==> config.mk <==
export PLATFORM = sky130hd
export DESIGN_NAME = calc_frame_engine
export DESIGN_NICKNAME = d
export VERILOG_FILES = /design/src/rtl/calc_pkg.sv /design/src/rtl/calc_div8.sv /design/src/rtl/calc_frame_engine.sv
export SDC_FILE = /design/constraint.sdc
export NUM_CORES = 1
export LEC_CHECK = 0
export CORE_MARGIN = 5
export CORE_UTILIZATION = 45
export DETAILED_ROUTE_END_ITERATION = 12
export GPL_TIMING_DRIVEN = 0
export SYNTH_ARGS = -nofsm -noshare
export SYNTH_HDL_FRONTEND = slang
export SYNTH_SLANG_ARGS = --single-unit
==> constraint.sdc <==
create_clock -name CLK -period 4.52 [get_ports CLK]
set_clock_uncertainty 0.2 [all_clocks]
set_input_delay 0.904 -clock CLK [delete_from_list [all_inputs] [get_ports CLK]]
set_output_delay 0.904 -clock CLK [all_outputs]
set_load 0.05 [all_outputs]
==> src/rtl/calc_pkg.sv <==
// Shared constants and types for the byte-level calculator frame engine.
// Operator bytes are the ASCII codes seen on the UART link.
package calc_pkg;

  localparam logic [7:0] OP_ADD      = 8'h2B;  // '+'
  localparam logic [7:0] OP_SUB      = 8'h2D;  // '-'
  localparam logic [7:0] OP_MUL_X    = 8'h78;  // 'x'
  localparam logic [7:0] OP_MUL_STAR = 8'h2A;  // '*'
  localparam logic [7:0] OP_DIV      = 8'h2F;  // '/'

  localparam logic [7:0] DIV0_CODE_DFLT = 8'hFF;

  typedef enum logic [2:0] {
    StIdle,
    StGetOp,
    StGetB,
    StExec,
    StDiv,
    StSend,
    StWaitTx
  } state_e;

  function automatic logic is_op(input logic [7:0] b);
    return (b == OP_ADD) || (b == OP_SUB) || (b == OP_MUL_X) ||
           (b == OP_MUL_STAR) || (b == OP_DIV);
  endfunction

endpackage

==> src/rtl/calc_div8.sv <==
// Iterative 8-bit restoring divider: one quotient bit per clock, the first bit
// is resolved on the start edge, so done pulses 8 cycles after start.
module calc_div8 (
  input  logic       CLK,
  input  logic       RST,
  input  logic       start,
  input  logic [7:0] dividend,
  input  logic [7:0] divisor,
  output logic       busy,
  output logic       done,
  output logic [7:0] quotient
);

  logic [7:0] rem_q, quo_q, dsr_q;
  logic [2:0] cnt_q;
  logic [7:0] rem_in, work_in, dsr_in, rem_nx, quo_nx;
  logic [8:0] shifted, diff;

  // quo_q shifts the remaining dividend bits out and quotient bits in
  always_comb begin
    rem_in  = start ? 8'h00 : rem_q;
    work_in = start ? dividend : quo_q;
    dsr_in  = start ? divisor : dsr_q;
    shifted = {rem_in, work_in[7]};
    diff    = shifted - {1'b0, dsr_in};
    if (!diff[8]) begin
      rem_nx = diff[7:0];
      quo_nx = {work_in[6:0], 1'b1};
    end else begin
      rem_nx = shifted[7:0];
      quo_nx = {work_in[6:0], 1'b0};
    end
  end

  always_ff @(posedge CLK or negedge RST) begin
    if (!RST) begin
      rem_q <= 8'h00;
      quo_q <= 8'h00;
      dsr_q <= 8'h00;
      cnt_q <= 3'd0;
      busy  <= 1'b0;
      done  <= 1'b0;
    end else begin
      done <= 1'b0;
      if (start) begin
        rem_q <= rem_nx;
        quo_q <= quo_nx;
        dsr_q <= divisor;
        cnt_q <= 3'd1;
        busy  <= 1'b1;
      end else if (busy) begin
        rem_q <= rem_nx;
        quo_q <= quo_nx;
        cnt_q <= cnt_q + 3'd1;
        if (cnt_q == 3'd7) begin
          busy <= 1'b0;
          done <= 1'b1;
        end
      end
    end
  end

  assign quotient = quo_q;

endmodule

==> src/rtl/calc_frame_engine.sv <==
// Calculator frame engine: collects A, operator, B from the UART RX, computes an
// 8-bit result and hands it to the UART TX with a start/busy handshake.
module calc_frame_engine
  import calc_pkg::*;
#(
  parameter int unsigned CLK_FREQ      = 50000000,
  parameter int unsigned BAUD          = 9600,
  parameter int unsigned TIMEOUT_BYTES = 30,
  parameter logic [7:0]  DIV0_CODE     = DIV0_CODE_DFLT
) (
  input  logic       CLK,
  input  logic       RST,
  input  logic       E,
  input  logic [7:0] RX_DATA,
  input  logic       RX_VALID,
  input  logic       TX_BUSY,
  output logic [7:0] TX_DATA,
  output logic       TX_START,
  output logic       DIV0,
  output logic       FRAME_ERR,
  output logic       RX_DROP
);

  localparam int unsigned TMO_CLKS = CLK_FREQ / BAUD * 10 * TIMEOUT_BYTES;
  localparam int unsigned TMO_W    = (TMO_CLKS > 1) ? $clog2(TMO_CLKS) : 1;
  localparam logic [TMO_W-1:0] TMO_LAST = TMO_W'(TMO_CLKS - 1);

  state_e           state_q;
  logic [7:0]       a_q, b_q, op_q, result_q;
  logic [TMO_W-1:0] tmo_q;
  logic [1:0]       wcnt_q;
  logic             seen_q;

  logic       div_start, div_busy, div_done;
  logic [7:0] div_quo;

  assign div_start = (state_q == StExec) && E && (op_q == OP_DIV) && (b_q != 8'h00);

  calc_div8 u_div (
    .CLK      (CLK),
    .RST      (RST),
    .start    (div_start),
    .dividend (a_q),
    .divisor  (b_q),
    .busy     (div_busy),
    .done     (div_done),
    .quotient (div_quo)
  );

  always_ff @(posedge CLK or negedge RST) begin
    if (!RST) begin
      state_q   <= StIdle;
      a_q       <= 8'h00;
      b_q       <= 8'h00;
      op_q      <= 8'h00;
      result_q  <= 8'h00;
      tmo_q     <= '0;
      wcnt_q    <= 2'd0;
      seen_q    <= 1'b0;
      TX_DATA   <= 8'h00;
      TX_START  <= 1'b0;
      DIV0      <= 1'b0;
      FRAME_ERR <= 1'b0;
      RX_DROP   <= 1'b0;
    end else begin
      TX_START  <= 1'b0;
      FRAME_ERR <= 1'b0;
      RX_DROP   <= 1'b0;
      // Once a result is committed to the TX, disable no longer aborts
      if (!E && (state_q != StSend) && (state_q != StWaitTx)) begin
        state_q <= StIdle;
        tmo_q   <= '0;
      end else begin
        case (state_q)
          StIdle: begin
            if (RX_VALID) begin
              a_q     <= RX_DATA;
              DIV0    <= 1'b0;
              tmo_q   <= '0;
              state_q <= StGetOp;
            end
          end
          StGetOp: begin
            if (RX_VALID) begin
              tmo_q <= '0;
              if (is_op(RX_DATA)) begin
                op_q    <= RX_DATA;
                state_q <= StGetB;
              end else begin
                FRAME_ERR <= 1'b1;
                state_q   <= StIdle;
              end
            end else if (tmo_q == TMO_LAST) begin
              FRAME_ERR <= 1'b1;
              tmo_q     <= '0;
              state_q   <= StIdle;
            end else begin
              tmo_q <= tmo_q + TMO_W'(1);
            end
          end
          StGetB: begin
            if (RX_VALID) begin
              b_q     <= RX_DATA;
              tmo_q   <= '0;
              state_q <= StExec;
            end else if (tmo_q == TMO_LAST) begin
              FRAME_ERR <= 1'b1;
              tmo_q     <= '0;
              state_q   <= StIdle;
            end else begin
              tmo_q <= tmo_q + TMO_W'(1);
            end
          end
          StExec: begin
            RX_DROP <= RX_VALID;
            state_q <= StSend;
            case (op_q)
              OP_ADD:                result_q <= a_q + b_q;
              OP_SUB:                result_q <= a_q - b_q;
              OP_MUL_X, OP_MUL_STAR: result_q <= a_q * b_q;
              default: begin
                if (b_q == 8'h00) begin
                  result_q <= DIV0_CODE;
                  DIV0     <= 1'b1;
                end else begin
                  state_q <= StDiv;
                end
              end
            endcase
          end
          StDiv: begin
            RX_DROP <= RX_VALID;
            if (div_done) begin
              result_q <= div_quo;
              state_q  <= StSend;
            end else if (!div_busy) begin
              // Defensive: divider idle without a done means it was never started
              state_q <= StIdle;
            end
          end
          StSend: begin
            RX_DROP <= RX_VALID;
            if (!TX_BUSY) begin
              TX_DATA  <= result_q;
              TX_START <= 1'b1;
              wcnt_q   <= 2'd0;
              seen_q   <= 1'b0;
              state_q  <= StWaitTx;
            end
          end
          StWaitTx: begin
            RX_DROP <= RX_VALID;
            if (seen_q) begin
              if (!TX_BUSY) state_q <= StIdle;
            end else if (TX_BUSY) begin
              seen_q <= 1'b1;
            end else if (wcnt_q == 2'd3) begin
              state_q <= StIdle;
            end else begin
              wcnt_q <= wcnt_q + 2'd1;
            end
          end
          default: state_q <= StIdle;
        endcase
      end
    end
  end

endmodule

# Word-level counts from Yosys, hierarchy flattened
# Cells that the tools add are included.
dict set report classes {
  n_addsub 6
  multipliers 1
  div_mod_pow 0
  n_lt_le_gt_ge 0
  n_eq_ne 35
  shift 0
  n_mux 66
  n_bitwise 2
  n_reduce_logical 32
}
# op n
set ops {}
lappend ops {{2-to-1 mux 21 bit} 4}
lappend ops {{2-to-1 mux 8 bit} 10}
lappend ops {{== test 8 x 6 -> 1 bit (second input constant)} 8}
lappend ops {{2-to-1 mux 3 bit} 14}
lappend ops {{one-hot mux 21 bit (2 select lines)} 1}
lappend ops {{2-to-1 mux 1 bit} 25}
lappend ops {{one-hot mux 8 bit (3 select lines)} 1}
lappend ops {{adder 21 x 1 -> 21 bit (second input constant)} 1}
lappend ops {{== test 21 bit (second input constant)} 1}
lappend ops {{one-hot mux 3 bit (7 select lines)} 1}
lappend ops {{== test 8 x 7 -> 1 bit (second input constant)} 2}
lappend ops {{one-hot mux 8 bit (2 select lines)} 1}
lappend ops {{!= test 3 bit (second input constant)} 5}
lappend ops {{== test 3 bit (second input constant)} 4}
lappend ops {{!= test 2 bit (second input constant)} 6}
lappend ops {{AND reduction 3 bit} 4}
lappend ops {{2-to-1 mux 2 bit} 5}
lappend ops {{AND reduction 5 bit} 2}
lappend ops {{subtractor 9 x 8 -> 9 bit} 1}
lappend ops {{adder 8 bit} 1}
lappend ops {{logical NOT 8 bit} 1}
lappend ops {{multiplier 8 x 8 -> 8 bit} 1}
lappend ops {{!= test 4 bit (second input constant)} 2}
lappend ops {{AND reduction 4 bit} 2}
lappend ops {{22 further kinds} 39}
dict set report totals {
  register_bits 100
  latch_bits 0
  ram_bits 0
  romBits 0
  output_inout_bits 12
  elab_cells 161
  n_memories 0
}

# Depth between registers and ports, before layout
dict set report depth {
  word_depth 9
  ltp_mapped 17
}

# Hierarchy
# Synthesis repeated with hierarchy kept, for this count alone.
dict set report hier_totals {
  cells_unflattened 706
  area_unflattened_um2 6796.5
}
# mod instances cells_per_inst area_each_um2 seq_area_each_um2
set modules_own_cells {}
lappend modules_own_cells {calc_frame_engine 1 530 5053.6 1776.7}
lappend modules_own_cells {calc_div8 1 176 1742.9 725.7}

# Least setup slack after synthesis
# Ideal clock, no wire load.
dict set report synth_timing {
  path_kind {in2reg}
  start {input port E}
  end {register u_div.rem_q[7]}
  t_arrival_ps 4260
  setup_slack_ps -72
  cell_stages 15
  path_buffers 2
  path_cell_list {clkbuf_2 > nand4b_1 > nor4_4 > nand2_2 > clkbuf_1 > o21ai_0 > ha_1 > inv_1 > fa_1 > a211oi_1 > o21ai_0 > a31oi_2 > inv_1 > a32o_1 > or3_1}
}
dict set report synth_via {
  elab_chain_cells 8
  word_cells_on_any_way 11
}
# item line
set synth_rtl {}
lappend synth_rtl {{start, declared} calc_frame_engine.sv:13} ;# input logic E,
lappend synth_rtl {{logical AND 1 bit (*) (3 in series)} calc_frame_engine.sv:37} ;# assign div_start = (state_q == StExec) && E && (op_q == OP_DIV) && (b_q != 8'h00);
lappend synth_rtl {{2-to-1 mux 8 bit (*)} calc_div8.sv:23} ;# dsr_in = start ? divisor : dsr_q;
lappend synth_rtl {{via u_div.dsr_in[0]} calc_div8.sv:16} ;# logic [7:0] rem_in, work_in, dsr_in, rem_nx, quo_nx;
lappend synth_rtl {{subtractor 9 x 8 -> 9 bit (*)} calc_div8.sv:25} ;# diff = shifted - {1'b0, dsr_in};
lappend synth_rtl {{2-to-1 mux 8 bit (*)} calc_div8.sv:26} ;# if (!diff[8]) begin
lappend synth_rtl {{2-to-1 mux 8 bit} calc_div8.sv:51} ;# end else if (busy) begin
lappend synth_rtl {{2-to-1 mux 8 bit (*)} calc_div8.sv:45} ;# if (start) begin
lappend synth_rtl {{end signal, assigned} calc_div8.sv:46} ;# rem_q <= rem_nx;
lappend synth_rtl {{end signal, assigned} calc_div8.sv:52} ;# rem_q <= rem_nx;
lappend synth_rtl {{end, declared} calc_div8.sv:14} ;# logic [7:0] rem_q, quo_q, dsr_q;
# Mark *: on every way through the listed nets, which the timed path passes. The rest lies on a longest branch. The select of a mux whose other input is x is not followed.
# A chain may end at the register's enable or synchronous reset.

# Worst setup path after layout
dict set report layout_timing {
  start {register op_q[7]}
  end {register u_div.rem_q[7]}
}
dict set report layout_via {
  elab_chain_cells 8
  word_cells_on_any_way 11
}
# item line
set layout_rtl {}
lappend layout_rtl {{start, declared} calc_frame_engine.sv:29} ;# logic [7:0] a_q, b_q, op_q, result_q;
lappend layout_rtl {{start signal, assigned} calc_frame_engine.sv:55} ;# op_q <= 8'h00;
lappend layout_rtl {{start signal, assigned} calc_frame_engine.sv:87} ;# op_q <= RX_DATA;
lappend layout_rtl {{== test 8 x 6 -> 1 bit (*)} calc_frame_engine.sv:37}
lappend layout_rtl {{logical AND 1 bit (*) (2 in series)} calc_frame_engine.sv:37}
lappend layout_rtl {{2-to-1 mux 8 bit, on equally long branches} {calc_div8.sv:22, calc_div8.sv:21, calc_div8.sv:23}}
lappend layout_rtl {{subtractor 9 x 8 -> 9 bit} calc_div8.sv:25}
lappend layout_rtl {{2-to-1 mux 8 bit} calc_div8.sv:26}
lappend layout_rtl {{2-to-1 mux 8 bit} calc_div8.sv:51}
lappend layout_rtl {{2-to-1 mux 8 bit} calc_div8.sv:45}
# Mark *: on every way between the ends. The rest lies on a longest branch, timed or not. The select of a mux whose other input is x is not followed.

==> impl.org <==
** Status
- The flow ran to the end, and the final reports show no timing, DRC or antenna violations.

** Timing
- Top achievable clock speed :: 0.2298 GHz
- The final-report hold violation count came to 0.
- Endpoints failing setup :: 0
- The final count of pins violating max slew came to 0.
- Final critical-path required period :: 4352 ps
- Adding up every negative setup slack in the final design gives 0 ps.
- Period Utilization, post-route :: 96.29%
- At the pin with the least slew margin, the transition time is 770.2 ps.
- Relative slew slack :: 48.43%

** Worst setup path
- Critical path launch point :: op_q[7]
- Startpoint kind of the worst setup timing path :: register
- The worst register-to-register path begins at op_q[7].
- The critical path is of the register to register type.
- Along the worst path, the maximum fanout reaches 4.
- Data required, critical path :: 4550 ps
- Arr. time, crit path :: 4380 ps
- Worst Setup End Kind :: register

** Routing
- Residual DRC count :: 0
- TritonRoute pass-1 iters :: 5
- Number of vias in the routed layout :: 5,223
- The routed design has 15.75 mm of wire.
- Post-route ant nets :: 0
- Dividing the detail-routed wire length by the instance count gives 16.72 um.
- Vias per cell :: 5.545
- Iteration-0 DRC count of the detailed router :: 327

** Worst hold path
- The worst hold path belongs to the class register to register.
- The worst hold path begins at u_div.dsr_q[1].

** Logic synthesis
- EDFF count, synth :: 0
- Share of cell area taken by muxes after synthesis :: 8.796%
- Simple-gate portion of the synthesized area :: 16.89%
- The number of nets in the synthesized netlist is 772.
- Top cells by area, synth :: dfrtp_1, ha_1, mux2_2
- By area, the combinational part of the netlist is dominated by simple AND/OR/NAND/NOR gates.
- Most used flip-flop cell after synthesis :: dfrtp_1
- Fraction of the yosys area taken by sequential cells :: 37.75%
- Xor/xnor share of the synthesized area :: 6.625%
- The share of synthesized area in the top cell type comes to 37.75%.
- Post-synthesis cell type with the largest combined area :: dfrtp_1
- Register bit total from synthesis :: 100
- Compound-Gate Fraction of Synth Area :: 13.74%
- Averaged over all synthesized cells, the footprint is 9.363 um^2.
- After synthesis, the share of flip-flops with an asynchronous set or reset is 100.0%.
- Number of cells produced by synthesis :: 708
- Number of distinct standard cells referenced by the synthesized netlist :: 63
- Post-synthesis adder-cell area fraction :: 11.21%
- Post-Synthesis Cell Area :: 0.006629 mm^2
- Yosys printed 0 warnings.

** Floorplanning
- The die covers 0.01726 mm^2.
- Die X :: 131.4 um
- From bottom edge to top edge, the die measures 131.4 um.
- Initial core utilization :: 45.78%
- Placeable Area :: 0.01448 mm^2
- The floorplan has 44 rows.
- 25 I/O pins were placed.

** Clock network
- Clock-pin slew reported for the worst setup and hold paths after clock tree synthesis :: 70 ps
- Clock Sink Count :: 100
- H-Tree Depth :: 3
- Cell at the root of the clock tree :: clkbuf_16
- Max clock buf depth :: 2
- The later pin in the worst-skew pair is clocked with a latency of 350 ps.
- TritonCTS built the clock tree.
- Number of buffers added to fix hold violations after cts :: 0
- Clock tree synthesis inserted a total of 9 buffers.

** Layout
- Post-Layout Cell Count :: 942
- Area grow syn2layout :: 13.36%
- The number of antenna diodes in the final layout is 0.
- Layout Utilization :: 51.90%
- Number of fill cells :: 1,349
- Fraction of layout instances using a drive strength above 1 :: 12.66%
- After the last flow step, the layout net total stands at 817.

** GRT
- Number of global-route vias before repair :: 5,254
- Global routing consumed, over all layers together, 18.60% of the routing resources.
- Number of antenna violations at the first check in global routing :: 0
- Summed over all layers, the global routing overflow is 0.
- Entering global routing, the biggest net connects 61 pins.
- The first global-routing pass estimated 26.74 mm of wire.

** Placed design
- The congestion estimate from routability-driven global placement came to 0.8303.
- Detailed placement finished with a half-perimeter wire length of 11.63 mm.
- The count of buffers added on input and output ports is 22.
- Counting tap cells, the placed design contains a total of 915 instances.

** Power and ir drop
- Power density relative to cell area :: 256.8 mW/mm^2
- For this design the static power due to leakage is 0.003418 uW.
- Worst IR drop on VDD :: 0.2348 mV

** Flow run
- Max-cap check violation count :: 0
## cell usage in the layout, fill, tap and decap left out, drive strengths merged, types with 4 or more instances in the layout
| master | n |
|---|---|
| clkdlybuf4s50 | 21 |
| a221oi | 5 |
| nand2 | 75 |
| or2 | 5 |
| o31ai | 7 |
| a21oi | 24 |
| a211o | 4 |
| xor2 | 15 |
| a22oi | 4 |
| nand3 | 14 |
| nand4 | 5 |
| fa | 14 |
| o211ai | 5 |
| inv | 63 |
| xnor2 | 33 |
| mux2i | 20 |
| and3 | 6 |
| nor2b | 10 |
| nand3b | 4 |
| a211oi | 5 |
| o22ai | 4 |
| nand2b | 9 |
| o21a | 4 |
| a21o | 6 |
| nor3 | 10 |
| nor2 | 55 |
| a31oi | 7 |
| mux2 | 34 |
| o21ai | 51 |
| ha | 37 |
| dfrtp | 100 |
| and2 | 20 |
| clkbuf | 27 |
| buf | 23 |
## stage by stage
step,area (um^2),power (uW),hold slack [ps],worst slack (ps)
5_1_grt,7515,2025,292.2,-27.62
6_report,7515,1930,278.4,167.9
4_1_cts,7427,1950,277.3,15.29
2_1_floorplan,6634,1098,245.2,55.53
3_5_place_dp,7109,1190,261.0,-751.0
3_3_place_gp,7084,1182,258.3,-1400
## what timing repair did
item / 4_1_cts / 5_1_grt
gates resized for setup: 4 / 17
hold endpoints to repair: 0 / 0
buffers inserted: 5 / 8
endpoints found under the setup margin: 10 / 10
pin swaps: 4 / 5
## sequential cells by signal, summed over array words and instances, names as in the netlist
name	count
u_div.busy	1
tmo_q	21
TX_START	1
wcnt_q	2
result_q	8
FRAME_ERR	1
u_div.quotient	8
u_div.rem_q	8
a_q	8
RX_DROP	1
u_div.done	1
state_q	3
seen_q	1
u_div.cnt_q	3
b_q	8
TX_DATA	8
DIV0	1
u_div.dsr_q	8
op_q	8
## path summary, 6_finish.rpt
kind                                  end  slack [ps]  cells past startpoint
max                        u_div.rem_q[7]         170                     15
min                        u_div.dsr_q[1]         280                      1
max reg2reg                u_div.rem_q[7]         170                     15
min reg2reg                u_div.dsr_q[1]         280                      1
max in group asynchronous       tmo_q[18]        3080                      2
min in group asynchronous     result_q[2]         340                      1
## layer usage
metal	wire length, um	vias to the layer above	global-route usage [%]	share of wire (%)
met2	7246	125	29.23	46
met5	0	-	0	0
met4	109	0	3.143	0.69
met3	744	10	4.167	4.7
li1	-	2527	-	-
met1	7648	2561	26.89	49
## worst max-delay path, stage by stage, from the launching register on
cell	delay (ps)
dfrtp_1	400
or4b_4	580
nor4_4	370
buf_4	180
and2_4	150
mux2i_2	250
ha_2	230
inv_1	50
fa_2	370
a211oi_2	290
o21ai_1	130
a31oi_2	200
buf_6	150
inv_1	80
a32o_1	260
or3_1	350
## synthesized netlist by cell type, types with 2 or more instances
cell type / n
a211o_1: 4
a221oi_1: 5
or3_1: 3
mux2_2: 34
dfrtp_1: 100
a22oi_1: 4
nand3_1: 14
o41ai_1: 3
inv_1: 58
nor3_1: 9
nand4_1: 5
o21a_1: 4
and2_1: 20
nor2b_1: 10
ha_1: 37
clkbuf_1: 20
a31oi_1: 6
a21oi_1: 23
a22o_1: 2
nand3b_1: 4
and3_1: 6
nand2b_1: 9
a211oi_1: 5
mux2i_1: 20
o21ai_0: 50
buf_1: 3
xnor2_1: 32
xor2_1: 15
o221ai_1: 2
o2bb2ai_1: 2
fa_1: 14
o21bai_1: 2
nand2_1: 74
a21o_1: 6
o211ai_1: 5
o31ai_1: 7
buf_2: 2
nand4b_1: 3
o22ai_1: 4
or2_2: 5
nor2_1: 55
## power by group
group          total, uW  internal [uW]  switching [uW]
registers            961            916            44.6
logic                218           92.6             125
clock network        752            386             366
total               1930           1390             535
## kinds of logic (layout without fill, tap and decap cells)
| logic type | count (synthesis) | in the layout |
|---|---|---|
| multiplexers | 54 | 54 |
| flip-flops | 100 | 100 |
| XOR/XNOR | 48 | 48 |
| buffers and inverters | 86 | 136 |
| AO/OA/AOI/OAI | 142 | 142 |
| AND/OR/NAND/NOR | 227 | 227 |
| adder cells (fa/ha/maj) | 51 | 51 |
## cell type report
| type | instances | area (um^2) | share of cell area [%] |
|---|---|---|---|
| Clock buffer | 10 | 229.0 | 3.047 |
| Buffer | 25 | 107.6 | 1.432 |
| Tap cell | 184 | 230.2 | 3.064 |
| Inverter | 59 | 221.5 | 2.947 |
| Timing Repair Buffer | 36 | 346.6 | 4.612 |
| Sequential cell | 100 | 2507 | 33.37 |
| Multi-Input combinational cell | 522 | 3817 | 50.80 |
| Clock inverter | 6 | 55.05 | 0.7326 |
Power figures use the tool's default switching activity.
